`src/rtl/shift_sub_divider.sv`:
```
// shift_sub_divider
// Sequential unsigned restoring divider producing one quotient bit per clock.
// Each step shifts {R,Q} left by one and tries R - D through a ripple chain
// of full-adder cells (A + ~B + 1). The carry-out of that chain is the
// "no borrow" flag, which selects between the difference and the shifted R.
//
// state | meaning
// ------+----------------------------------------------------------------
// IDLE  | waiting for start; operands are sampled on the accepting edge
// RUN   | one shift/subtract step per cycle, WIDTH steps in total
// FIN   | results valid, done pulses for this single cycle

module shift_sub_divider #(
    parameter int WIDTH = 16
) (
    input  logic             clk,
    input  logic             rst,
    input  logic             start,
    input  logic [WIDTH-1:0] dividend,
    input  logic [WIDTH-1:0] divisor,
    output logic             busy,
    output logic             done,
    output logic [WIDTH-1:0] quotient,
    output logic [WIDTH-1:0] remainder,
    output logic             div_by_zero
);

    localparam int CW = (WIDTH > 1) ? $clog2(WIDTH) : 1;

    typedef enum logic [1:0] {
        IDLE = 2'd0,
        RUN  = 2'd1,
        FIN  = 2'd2
    } state_t;

    state_t state, state_nxt;

    // Working registers. R carries one extra bit because the shifted partial
    // remainder can reach just under twice the divisor before subtraction.
    logic [WIDTH:0]   r_reg;
    logic [WIDTH-1:0] q_reg;
    logic [WIDTH-1:0] d_reg;
    logic [CW-1:0]    count_reg;

    logic [WIDTH:0]   r_shift;
    logic [WIDTH:0]   d_ext;
    logic [WIDTH:0]   diff;
    logic             no_borrow;
    logic [WIDTH:0]   r_next;
    logic [WIDTH-1:0] q_next;

    assign r_shift = {r_reg[WIDTH-1:0], q_reg[WIDTH-1]};
    assign d_ext   = {1'b0, d_reg};

    // Trial subtraction: ripple of full-adder cells computing r_shift + ~d_ext + 1.
    always_comb begin
        logic carry;
        logic b_inv;
        diff  = '0;
        carry = 1'b1;
        b_inv = 1'b0;
        for (int i = 0; i <= WIDTH; i++) begin
            b_inv   = ~d_ext[i];
            diff[i] = r_shift[i] ^ b_inv ^ carry;
            carry   = (r_shift[i] & b_inv) | (r_shift[i] & carry) | (b_inv & carry);
        end
        no_borrow = carry;
    end

    // Restoring step: keep the difference only when the subtraction did not borrow.
    always_comb begin
        r_next = no_borrow ? diff : r_shift;
        q_next = {q_reg[WIDTH-2:0], no_borrow};
    end

    // State register.
    always_ff @(posedge clk or posedge rst) begin
        if (rst) begin
            state <= IDLE;
        end else begin
            state <= state_nxt;
        end
    end

    // Next-state decode; busy and done are pure functions of the state.
    always_comb begin
        state_nxt = state;
        busy      = 1'b0;
        done      = 1'b0;
        case (state)
            IDLE: begin
                if (start) begin
                    state_nxt = (divisor != '0) ? RUN : FIN;
                end
            end
            RUN: begin
                busy = 1'b1;
                if (count_reg == '0) begin
                    state_nxt = FIN;
                end
            end
            FIN: begin
                done      = 1'b1;
                state_nxt = IDLE;
            end
            default: begin
                state_nxt = IDLE;
            end
        endcase
    end

    // Datapath and result registers. Results only move on the edge that
    // enters FIN, so the internal R/Q never show through while busy.
    always_ff @(posedge clk or posedge rst) begin
        if (rst) begin
            r_reg       <= '0;
            q_reg       <= '0;
            d_reg       <= '0;
            count_reg   <= '0;
            quotient    <= '0;
            remainder   <= '0;
            div_by_zero <= 1'b0;
        end else begin
            case (state)
                IDLE: begin
                    if (start) begin
                        if (divisor != '0) begin
                            r_reg     <= '0;
                            q_reg     <= dividend;
                            d_reg     <= divisor;
                            count_reg <= CW'(WIDTH - 1);
                        end else begin
                            quotient    <= '1;
                            remainder   <= dividend;
                            div_by_zero <= 1'b1;
                        end
                    end
                end
                RUN: begin
                    r_reg     <= r_next;
                    q_reg     <= q_next;
                    count_reg <= count_reg - CW'(1);
                    if (count_reg == '0) begin
                        quotient    <= q_next;
                        remainder   <= r_next[WIDTH-1:0];
                        div_by_zero <= 1'b0;
                    end
                end
                default: begin
                end
            endcase
        end
    end

endmodule
```
`config.mk`:
```
export PLATFORM = sky130hd
export DESIGN_NAME = shift_sub_divider
export DESIGN_NICKNAME = d
export VERILOG_FILES = /design/src/rtl/shift_sub_divider.sv
export SDC_FILE = /design/constraint.sdc
export NUM_CORES = 1
export LEC_CHECK = 0
export BUFFER_PORTS_ARGS = -buffer_cell sky130_fd_sc_hd__buf_2
export CAP_MARGIN = 40
export CORE_MARGIN = 2
export CORE_UTILIZATION = 40
export DETAILED_ROUTE_END_ITERATION = 7
export GPL_TIMING_DRIVEN = 0
export PLACE_DENSITY_LB_ADDON = 0.12
export SLEW_MARGIN = 5
export SYNTH_ARGS = -nofsm -noshare
export SYNTH_HDL_FRONTEND = slang
export SYNTH_SLANG_ARGS = --single-unit
```
`constraint.sdc`:
```
create_clock -name clk -period 6.9 [get_ports clk]
set_input_delay 0.69 -clock clk [delete_from_list [all_inputs] [get_ports clk]]
set_output_delay 0.69 -clock clk [all_outputs]
set_load 0.02 [all_outputs]
```
==> metrics.md, run 1 <==
| Metric | Value |
|---|---|
| Commonest non-fill, non-tap cell in the layout | dfrtp_1 |
| Avg Cell Area, Syn | 12.0 µm² |
| Die Y | 107 µm |
| Netlist cell types | 37 |
| Simple-Gate Fraction of Synth Area | 6.70% |
| Worst Tran Pin Value | 589 ps |
| Std-Cell Rows | 37 |
| Setup TNS | 0 ps |
| Clock latency on the worst-skew pair | 360 ps |
| CTS tree | yes |
| Post-synthesis xor/xnor area fraction | 0% |
| Maximum vdd drop | 250 µV |
| # nets final | 498 |
| Commonest cells after routing, fill and taps aside | dfrtp_1 (87), buf_2 (74), o21ai_1 (23) |
| Fin. max-slew vios | 0 |
| Placement Cell Area | 0.00482 mm² |
| Reg2reg end | remainder[8]$_DFFE_PP0P_ |
| Final hold vios | 0 |
| H-tree depth | 3 |
| DRT Wirelength | 10,400 µm |
| Root Buffer | clkbuf_8 |
| DP HPWL | 7390 µm |
| IO Port Bufs | 69 |
| CP Data Required Time | 7150 ps |
| Synth warn | 0 |
| Layout area overhead | 23.2% |
| Crit Reg-Reg Startpoint | q_reg[15]$_DFFE_PP0P_ |
| Worst path arrival time | 6970 ps |
| GRT Util Overall | 19.3% |
| Reg-to-reg slack, setup | 180 ps |
| Crit. End Element | flop |
| Initial Utilization | 41.0% |
| Pin count of the biggest net entering global routing | 51 |
| PD cells | 554 mW/mm² |
| Pre-CTS setup slack | -450 ps |
| Leakage power | 2.20 nW |
| Chip width | 107 µm |
| Dpl cells | 560 |
| Via Count | 3,065 |
| Global route total overflow | 0 |
| Max Freq | 149 MHz |
| Drt first-iter violations | 106 |
| Post-synth ARST share | 100% |
| Post-route cell area | 0.00522 mm² |
| Fin crit share | 97.4% |
| Number of synthesized flops with an enable pin | 0 |
| Die area | 0.0114 mm² |
| Largest family of logic cells by synthesized area | compound AO/OA/AOI/OAI gates |
| Initial antenna violation count | 0 |
| CTS Hold Bufs | 0 |
| Sequential area share after synthesis | 51.4% |
| Unrepaired setup endpoints after global routing | true |
| Synth Cell Area | 0.00424 mm² |
| Yosys top cell area share | 51.4% |
| DR vias/cell | 5.22 |
| Final GP Congestion | 0.748 |
| Max Cap Violations | 0 |
| Wirelength per Cell | 17.7 µm |
| First-pass GRT wire length | 16,800 µm |
| Critical Path Start | q_reg[15]$_DFFE_PP0P_ |
| Largest cells by area after synthesis | dfrtp_1 (51%), fa_1 (7.1%), o21ai_0 (5.4%) |
| Clk sinks | 87 |
| FF+latch count, synth | 87 |
| CP Launch Type | flop |
| HP Class | primary input to asynchronous set/reset pin |
| Status | finished, final reports clean |
| Critical Path Fanout Max | 7 |
| Pre-antenna DRT Iters | 5 |
| Worst Reg-to-Reg Cells | 23 |
| Max clock buf depth | 2 |
| Worst Skew | 17.3 ps |
| Tmin final | 6720 ps |
| Critical path type | flop to flop |
| Setup-failing EPs final | 0 |
| Final worst setup slack | 181 ps |
| Worst rel slew slack | 60.7% |
| Syn Inst Count | 354 |
| # DRC | 0 |
| Adder-cell share of the synthesized area | 7.68% |
| Antenna cells | 0 |
| Post-synthesis net count | 406 |
| Final Total Pwr | 2.89 mW |
| Clk slew on worst S/H paths | 100 ps |
| # IOs | 70 |
| Number of buffers created by CTS | 9 |
| Post-synth top flop | dfrtp_1 |
| Layout cells sized above 1 | 37.5% |
| Mux share of post-synthesis cell area | 13.4% |
| Finished Layout Cells | 587 |
| Yosys top cell by area | dfrtp_1 |
| Vias in the first global route | 3,141 |
| Final core utilization | 50.6% |
| Routed Antenna Nets | 0 |
| Hold WS | 353 ps |
| CORE AREA | 0.0103 mm² |
| Synth Area in Compound Gates | 16.2% |
==> cell families (layout without fill, tap and decap cells) <==
kind of cell             after synthesis  in the layout
multiplexers                          49             49
buffers and inverters                 43            140
flip-flops                            87             87
AO/OA/AOI/OAI                        106            106
AND/OR/NAND/NOR                       52             52
adder cells (fa/ha/maj)               17             17
==> worst max-delay path, stage by stage (launching register included) <==
cell	delay, ps
dfrtp_1	370
inv_1	50
ha_2	180
fa_2	350
fa_2	350
fa_2	350
fa_2	350
fa_2	350
fa_2	340
fa_2	350
fa_2	340
fa_2	340
fa_2	340
fa_2	340
fa_2	350
fa_2	360
fa_2	350
inv_2	70
fa_2	290
buf_6	150
o21ai_0	80
o21ai_1	180
o21ai_1	100
mux2_4	270
==> power breakdown <==
part / internal, mW / switching (mW) / leakage (nW)
clock: 0.179 / 0.197 / 0.103
sequential: 0.734 / 0.177 / 0.962
combinational: 0.756 / 0.846 / 1.13
total: 1.67 / 1.22 / 2.20
==> cells in the mapped netlist (all sizes together), types with 2 or more instances <==
master	n
dfrtp	87
o21ai	46
mux2	32
inv	21
nor2	21
nand2	20
a21oi	18
mux2i	17
o22a	16
o2bb2ai	16
fa	15
clkbuf	12
buf	9
nor4	5
a211oi	2
a22oi	2
a31oi	2
ha	2
nand2b	2
==> worst max path at each step <==
| stage | endpoint | depth (start not counted) |
|---|---|---|
| 3_3_place_gp | remainder[5]$_DFFE_PP0P_ | 24 |
| 4_1_cts | remainder[8]$_DFFE_PP0P_ | 23 |
| 3_5_place_dp | remainder[5]$_DFFE_PP0P_ | 24 |
| 2_1_floorplan | remainder[0]$_DFFE_PP0P_ | 23 |
| 6_report | remainder[8]$_DFFE_PP0P_ | 23 |
| 5_1_grt | remainder[14]$_DFFE_PP0P_ | 23 |
==> layer usage <==
layer	vias up	GRT usage, %	share of wire [%]
met1	1563	27.0	47
met5	-	0	0
met3	4	4.07	3.4
li1	1441	-	-
met4	0	4.73	0.78
met2	57	30.8	49
==> layout make-up <==
type	instances	area, µm²
Clock inverter	6	68.8
Buffer	21	155
Clock buffer	10	138
Fill cell	968	5100
Inverter	22	85.1
Timing Repair Buffer	81	498
Tap cell	136	170
Sequential cell	87	2180
Multi-Input combinational cell	224	1930
==> timing repair <==
item                                    in CTS  in global routing
endpoints found under the setup margin      34                 24
cloned                                       0                  3
gates resized for setup                     18                 26
setup buffers                                3                  5
pin swaps                                    2                  4
Note: power is estimated with default switching activity, not from simulation.
==> run 2, diff against run 1 <==
--- a/config.mk
+++ b/config.mk
@@ -5,6 +5,7 @@
 export SDC_FILE = /design/constraint.sdc
 export NUM_CORES = 1
 export LEC_CHECK = 0
+export ABC_AREA = 1
 export BUFFER_PORTS_ARGS = -buffer_cell sky130_fd_sc_hd__buf_2
 export CAP_MARGIN = 40
 export CORE_MARGIN = 2
==> run 2 against run 1 <==
Net effect:
- clock-buffer cell count increased by 4
- sequential share of layout area down 0.22 points
- flip-flop and latch count unchanged
- largest cell class unchanged
- highest routed layer unchanged
==> metrics.md, run 2 <==
| Metric | Value |
|---|---|
| DRT Wirelength | 11,000 µm (+6.1%) |
| Pre-CTS setup slack | -606 ps (-156 ps) |
| Top cells by count, synth | nand2_1 (188), dfrtp_1 (87), inv_1 (72) |
| Via Count | 3,658 (+19%) |
| CP Launch Type | flop |
| Pin count of the biggest net entering global routing | 59 (+16%) |
| Std-Cell Rows | 38 (+2.7%) |
| Mux share of post-synthesis cell area | 0% (-13 points) |
| Netlist cell types | 24 (-35%) |
| Clk slew on worst S/H paths | 80 ps (-20 ps) |
| Pre-antenna DRT Iters | 4 (-1) |
| FF+latch count, synth | 87 (unchanged) |
| Post-synth ARST share | 100% (unchanged) |
| Clk sinks | 87 (unchanged) |
| Initial Utilization | 41.0% (about the same) |
| Placement Cell Area | 0.00499 mm² (+3.6%) |
| Critical path type | flop to flop |
| Worst Reg-to-Reg Cells | 25 (+8.7%) |
| # nets final | 673 (+35%) |
| Drt first-iter violations | 313 (+200%) |
| Layout area overhead | 18.1% |
| Register area | 0.00218 mm² (unchanged) |
| Die area | 0.0120 mm² (+4.7%) |
| Commonest cells after routing, fill and taps aside | nand2_1 (187), dfrtp_1 (87), buf_2 (79) |
| DP HPWL | 8400 µm (+14%) |
| Post-synthesis net count | 590 (+45%) |
| Worst path arrival time | 6960 ps (about the same) |
| # IOs | 70 (unchanged) |
| Number of synthesized flops with an enable pin | 0 (unchanged) |
| Fin. max-slew vios | 0 (unchanged) |
| Final GP Congestion | 0.870 (+16%) |
| Global route total overflow | 0 (unchanged) |
| # DRC | 0 (unchanged) |
| Yosys top cell area share | 49.0% (-2.4 points) |
| Worst Tran Pin Value | 552 ps (-37.6 ps) |
| HP Class | primary input to asynchronous set/reset pin |
| Unrepaired setup endpoints after global routing | false |
| Chip width | 109 µm (+2.3%) |
| Setup TNS | 0 ps (unchanged) |
| Crit. End Element | flop |
| Syn Inst Count | 538 (+52%) |
| Adder-cell share of the synthesized area | 7.32% (-0.36 points) |
| Largest family of logic cells by synthesized area | simple AND/OR/NAND/NOR gates |
| Layout cells sized above 1 | 20.8% (-17 points) |
| Yosys top cell by area | dfrtp_1 |
| Synth Area in Compound Gates | 11.2% (-5.1 points) |
| Critical Path Fanout Max | 7 (unchanged) |
| Sequential area share after synthesis | 49.0% (-2.4 points) |
| Worst rel slew slack | 63.2% (+2.5 points) |
| Synth warn | 0 (unchanged) |
| GRT met1 Usage | 29.0% (+2.0 points) |
| Most Crowded Layer GR | met2 |
| Synth Cell Area | 0.00444 mm² (+4.9%) |
| Clock latency on the worst-skew pair | 360 ps (about the same) |
| Filler cell count | 1,107 (+14%) |
| Tmin final | 6660 ps (-63.4 ps) |
| Post-synth top flop | dfrtp_1 |
| CORE AREA | 0.0108 mm² (+5.0%) |
| DR vias/cell | 4.79 (-8.3%) |
| Root Buffer | clkbuf_8 |
| Status | finished, final reports clean |
| Max Cap Violations | 0 (unchanged) |
| Met3 Usage GRT | 3.62% (-0.46 points) |
| Max Freq | 150 MHz (+0.95%) |
| Max clock buf depth | 2 (unchanged) |
| Post-route cell area | 0.00525 mm² (+0.53%) |
| Final hold vios | 0 (unchanged) |
| Footprint of the multi-input gates | 0.00188 mm² (-2.4%) |
| Wirelength per Cell | 14.4 µm (-18%) |
| Antenna cells | 0 (unchanged) |
| First-pass GRT wire length | 18,100 µm (+7.7%) |
| Setup-failing EPs final | 0 (unchanged) |
| Vias in the first global route | 3,601 (+15%) |
| Number of buffers created by CTS | 9 (unchanged) |
| Simple-Gate Fraction of Synth Area | 23.0% (+16 points) |
| GRT Util Overall | 20.1% (+0.79 points) |
| Most common cell in the netlist | nand2_1 |
| Largest cells by area after synthesis | dfrtp_1 (49%), nand2_1 (16%), fa_1 (6.8%) |
| Post-synthesis xor/xnor area fraction | 0% (unchanged) |
| Final worst setup slack | 245 ps (+63.4 ps) |
| Fin crit share | 96.5% (-0.92 points) |
| M2 GR Usage | 30.7% (-0.069 points) |
| H-tree depth | 3 (unchanged) |
| CTS Hold Bufs | 0 (unchanged) |
| Die Y | 109 µm (+2.3%) |
| CP Data Required Time | 7200 ps (+50 ps) |
| Hold WS | 319 ps (-33.8 ps) |
| CTS tree | yes |
| Initial antenna violation count | 0 (unchanged) |
| Avg Cell Area, Syn | 8.26 µm² (-31%) |
| Worst Skew | 7.44 ps (-9.90 ps) |
| Commonest non-fill, non-tap cell in the layout | nand2_1 |
| Routed Antenna Nets | 0 (unchanged) |
| IO Port Bufs | 69 (unchanged) |
run 2: cell types whose count changed in the layout (fill, tap and decap cells not counted), moves of 7 or more:
cell / previous run / this run
mux2i_1: 17 / 0
mux2_4: 11 / 0
mux2_2: 19 / 0
inv_1: 19 / 71
o211ai_1: 0 / 14
o22a_1: 16 / 0
o21ai_0: 20 / 48
nand3_1: 0 / 41
a21oi_1: 18 / 5
nand2_1: 20 / 187
o21ai_1: 23 / 1
o2bb2ai_1: 15 / 0
o21bai_1: 0 / 14
nor2_1: 20 / 13
run 2: worst max-delay path: stages, from the launching register on:
cell and delay [ps]:
dfrtp_1 350, inv_1 70, ha_2 200, fa_2 340
fa_2 350, fa_2 340, fa_2 370, fa_2 360
fa_2 350, fa_2 350, fa_2 350, fa_2 350
fa_2 350, fa_2 350, fa_2 350, fa_2 340
fa_1 360, inv_1 80, fa_1 190, nor2_2 80
nor2_4 100, buf_4 160, nand2_1 60, o211ai_1 130
nand3_1 150, nand2_1 90
run 2: stage by stage:
step           cells  util [%]
2_1_floorplan    538         -
6_report         764      48.4
4_1_cts          764      48.2
5_1_grt          764      48.4
3_3_place_gp     747      45.8
3_5_place_dp     748      46.1
run 2: repair_timing:
item | CTS | global route
gates resized for setup | 14 | 8
setup buffers | 2 | 0
endpoints found under the setup margin | 34 | 33
pin swaps | 3 | 4
run 2: path summary, 6_finish.rpt:
check                                        start                   endpoint  slack, ps
max                          q_reg[15]$_DFFE_PP0P_  remainder[11]$_DFFE_PP0P_        240
min                                            rst   remainder[6]$_DFFE_PP0P_        320
max reg2reg                  q_reg[15]$_DFFE_PP0P_  remainder[11]$_DFFE_PP0P_        240
min reg2reg                quotient[6]$_DFFE_PP0P_    quotient[6]$_DFFE_PP0P_        470
max in group asynchronous                      rst   quotient[11]$_DFFE_PP0P_       5960
min in group clk           quotient[6]$_DFFE_PP0P_    quotient[6]$_DFFE_PP0P_        470
run 2: final cells by class:
cell class,instances,area share (%)
sequential,87,41.5
multi-input combinational,351,35.9
timing repair buffer,72,7.39
inverter,74,5.34
clock buffer,14,3.48
tap,140,3.34
buffer,26,3.10
run 2: metal layers:
metal	wire length (µm)	vias to the layer above	share of wire (%)
met5	0	-	0
met4	106	0	0.96
met3	519	9	4.7
met2	5110	79	46
met1	5280	1730	48
li1	-	1840	-
run 2: logic make-up after synthesis:
family          Yosys count
simple gates            250
buf+inv                 100
fa+ha+maj                17
flops                    87
compound gates           84
Power of run 2 is not shown: default switching activity piles up to over one toggle a cycle in this logic, so the estimate is an artifact.
==> run 3, diff against run 2 <==
--- a/config.mk
+++ b/config.mk
@@ -6,12 +6,13 @@
 export NUM_CORES = 1
 export LEC_CHECK = 0
 export ABC_AREA = 1
-export BUFFER_PORTS_ARGS = -buffer_cell sky130_fd_sc_hd__buf_2
 export CAP_MARGIN = 40
 export CORE_MARGIN = 2
 export CORE_UTILIZATION = 40
 export DETAILED_ROUTE_END_ITERATION = 7
+export DONT_BUFFER_PORTS = 1
 export GPL_TIMING_DRIVEN = 0
+export MAX_ROUTING_LAYER = met4
 export PLACE_DENSITY_LB_ADDON = 0.12
 export SLEW_MARGIN = 5
 export SYNTH_ARGS = -nofsm -noshare
==> run 3 against run 2 <==
Net effect:
- non-clock buffer count is 69 lower
- worst hold slack worse by 110 ps
- register-to-register slack better by 20 ps
- global-route usage is 0.72 points higher
- routed wire length is 0.60% higher
- worst setup slack better by 19 ps
- die area stayed put
- clock skew is 4.9 ps higher
- critical path depth stayed put
==> metrics.md, run 3 (synthesis results as in run 2) <==
| Metric | Value |
|---|---|
| CP max-delay cell | fa_1 |
| Worst Reg-to-Reg Cells | 25 (unchanged) |
| Initial antenna violation count | 0 (unchanged) |
| Unrepaired setup endpoints after global routing | false |
| Final hold vios | 0 (unchanged) |
| Reg-to-reg slack, setup | 260 ps (+20 ps) |
| Status | finished, final reports clean |
| CP Data Required Time | 7150 ps (-50 ps) |
| H-tree depth | 3 (unchanged) |
| Layout area overhead | 10.8% |
| Number of buffers created by CTS | 9 (unchanged) |
| DRT Wirelength | 11,100 µm (+0.60%) |
| Delay-heaviest family, CP | adder cells |
| Critical path's largest stage delay | 370 ps (about the same) |
| Layout cells sized above 1 | 11.0% (-9.9 points) |
| # nets final | 604 (-10%) |
| Placement Cell Area | 0.00465 mm² (-6.9%) |
| Wirelength per Cell | 15.9 µm (+10%) |
| DRT met1 WL | 5380 µm (+1.9%) |
| CP Launch Type | flop |
| Pin count of the biggest net entering global routing | 56 (-5.1%) |
| Clock latency on the worst-skew pair | 360 ps (about the same) |
| Root Buffer | clkbuf_8 |
| Routed Antenna Nets | 0 (unchanged) |
| First-pass GRT wire length | 18,300 µm (+1.4%) |
| Max Freq | 151 MHz (+0.29%) |
| Final GP Congestion | 0.883 (+1.4%) |
| Antenna cells | 0 (unchanged) |
| Reg2reg end | remainder[1]$_DFFE_PP0P_ |
| Worst Tran Pin Value | 716 ps (+164 ps) |
| CTS Hold Bufs | 0 (unchanged) |
| Die Y | 109 µm (unchanged) |
| DR vias/cell | 4.88 (+1.8%) |
| Worst rel slew slack | 52.3% (-11 points) |
| Worst path arrival time | 6880 ps (-80 ps) |
| Via Count | 3,398 (-7.1%) |
| Die area | 0.0120 mm² (unchanged) |
| CORE AREA | 0.0108 mm² (unchanged) |
| Worst Path Buf+Inv | 4 (+1) |
| Vias in the first global route | 3,589 (-0.33%) |
| Drt first-iter violations | 220 (-30%) |
| Clk sinks | 87 (unchanged) |
| Met2 wire len | 5000 µm (-2.2%) |
| Global route total overflow | 0 (unchanged) |
| Chip width | 109 µm (unchanged) |
| Critical path's most frequent cell | fa_2 |
| Max Used Layer | met4 |
| # IOs | 70 (unchanged) |
| Worst Skew | 12.4 ps (+4.94 ps) |
| Tmin final | 6640 ps (-19.1 ps) |
| Setup-failing EPs final | 0 (unchanged) |
| HP Class | primary input to asynchronous set/reset pin |
| DP HPWL | 8450 µm (+0.66%) |
| Fin crit share | 96.2% (-0.28 points) |
| Initial Utilization | 41.0% (unchanged) |
| Wire length on met3 | 513 µm (-1.2%) |
| Post-route cell area | 0.00493 mm² (-6.2%) |
| # DRC | 0 (unchanged) |
| Crit Reg-Reg Startpoint | q_reg[15]$_DFFE_PP0P_ |
| GRT Util Overall | 20.8% (+0.72 points) |
| Clk slew on worst S/H paths | 90 ps (about the same) |
| Max clock buf depth | 2 (unchanged) |
| CTS tree | yes |
| IO Port Bufs | 0 (-100%) |
| Std-Cell Rows | 38 (unchanged) |
| Commonest cells after routing, fill and taps aside | nand2_1 (187), dfrtp_1 (87), inv_1 (71) |
| Pre-antenna DRT Iters | 4 (unchanged) |
| Crit. End Element | flop |
| Fin. max-slew vios | 0 (unchanged) |
| Max Cap Violations | 0 (unchanged) |
| Critical Path Fanout Max | 10 (+3) |
| Critical path type | flop to flop |
| Commonest non-fill, non-tap cell in the layout | nand2_1 |
-- run 3: area by class of cell --
class | instances | area [µm²]
fill | 1086 | 5910
sequential | 87 | 2180
multi-input combinational | 351 | 1880
inverter | 74 | 280
tap | 140 | 175
buffer | 26 | 164
clock buffer | 13 | 149
timing repair buffer | 3 | 55.1
clock inverter | 3 | 42.5
-- run 3: worst register-to-register path: cells and delay by family, from the launching register on --
family          cells  cell delay (ps)
buf+inv             4              400
fa+ha+maj          16             5320
compound gates      1               90
simple gates        4              370
flops               1              360
-- run 3: how the worst max path moves through the flow --
stage	start	to	slack, ps	cells after the start
global placement	q_reg[15]$_DFFE_PP0P_	remainder[1]$_DFFE_PP0P_	-550	25
detailed placement	q_reg[15]$_DFFE_PP0P_	remainder[1]$_DFFE_PP0P_	-580	25
global route	q_reg[15]$_DFFE_PP0P_	remainder[12]$_DFFE_PP0P_	1	25
floorplan	q_reg[15]$_DFFE_PP0P_	remainder[0]$_DFFE_PP0P_	20	25
finish	q_reg[15]$_DFFE_PP0P_	remainder[1]$_DFFE_PP0P_	260	25
CTS	q_reg[15]$_DFFE_PP0P_	remainder[1]$_DFFE_PP0P_	10	25
-- run 3: stage by stage --
step / hold slack (ps) / setup TNS, ps / std cells / util, % / worst slack (ps)
5_1_grt: 235 / 0 / 697 / 45.4 / 1.38
6_report: 212 / 0 / 697 / 45.4 / 264
3_3_place_gp: 462 / -13460 / 678 / 42.6 / -549
3_5_place_dp: 468 / -15000 / 679 / 42.9 / -579
4_1_cts: 214 / 0 / 697 / 45.2 / 14.6
2_1_floorplan: 449 / 0 / 538 / - / 19.7
-- run 3: timing repair --
action	in CTS	in global routing
pin swaps	2	2
resized for setup	14	8
buffers inserted	2	0
endpoints found under the setup margin	34	32
-- run 3: metal layers --
layer	vias up	GRT usage (%)
li1	1708	-
met1	1607	28.1
met2	72	32.0
met3	11	3.73
met4	0	6.33
met5	-	-
Power of run 3 is left out for the same reason.
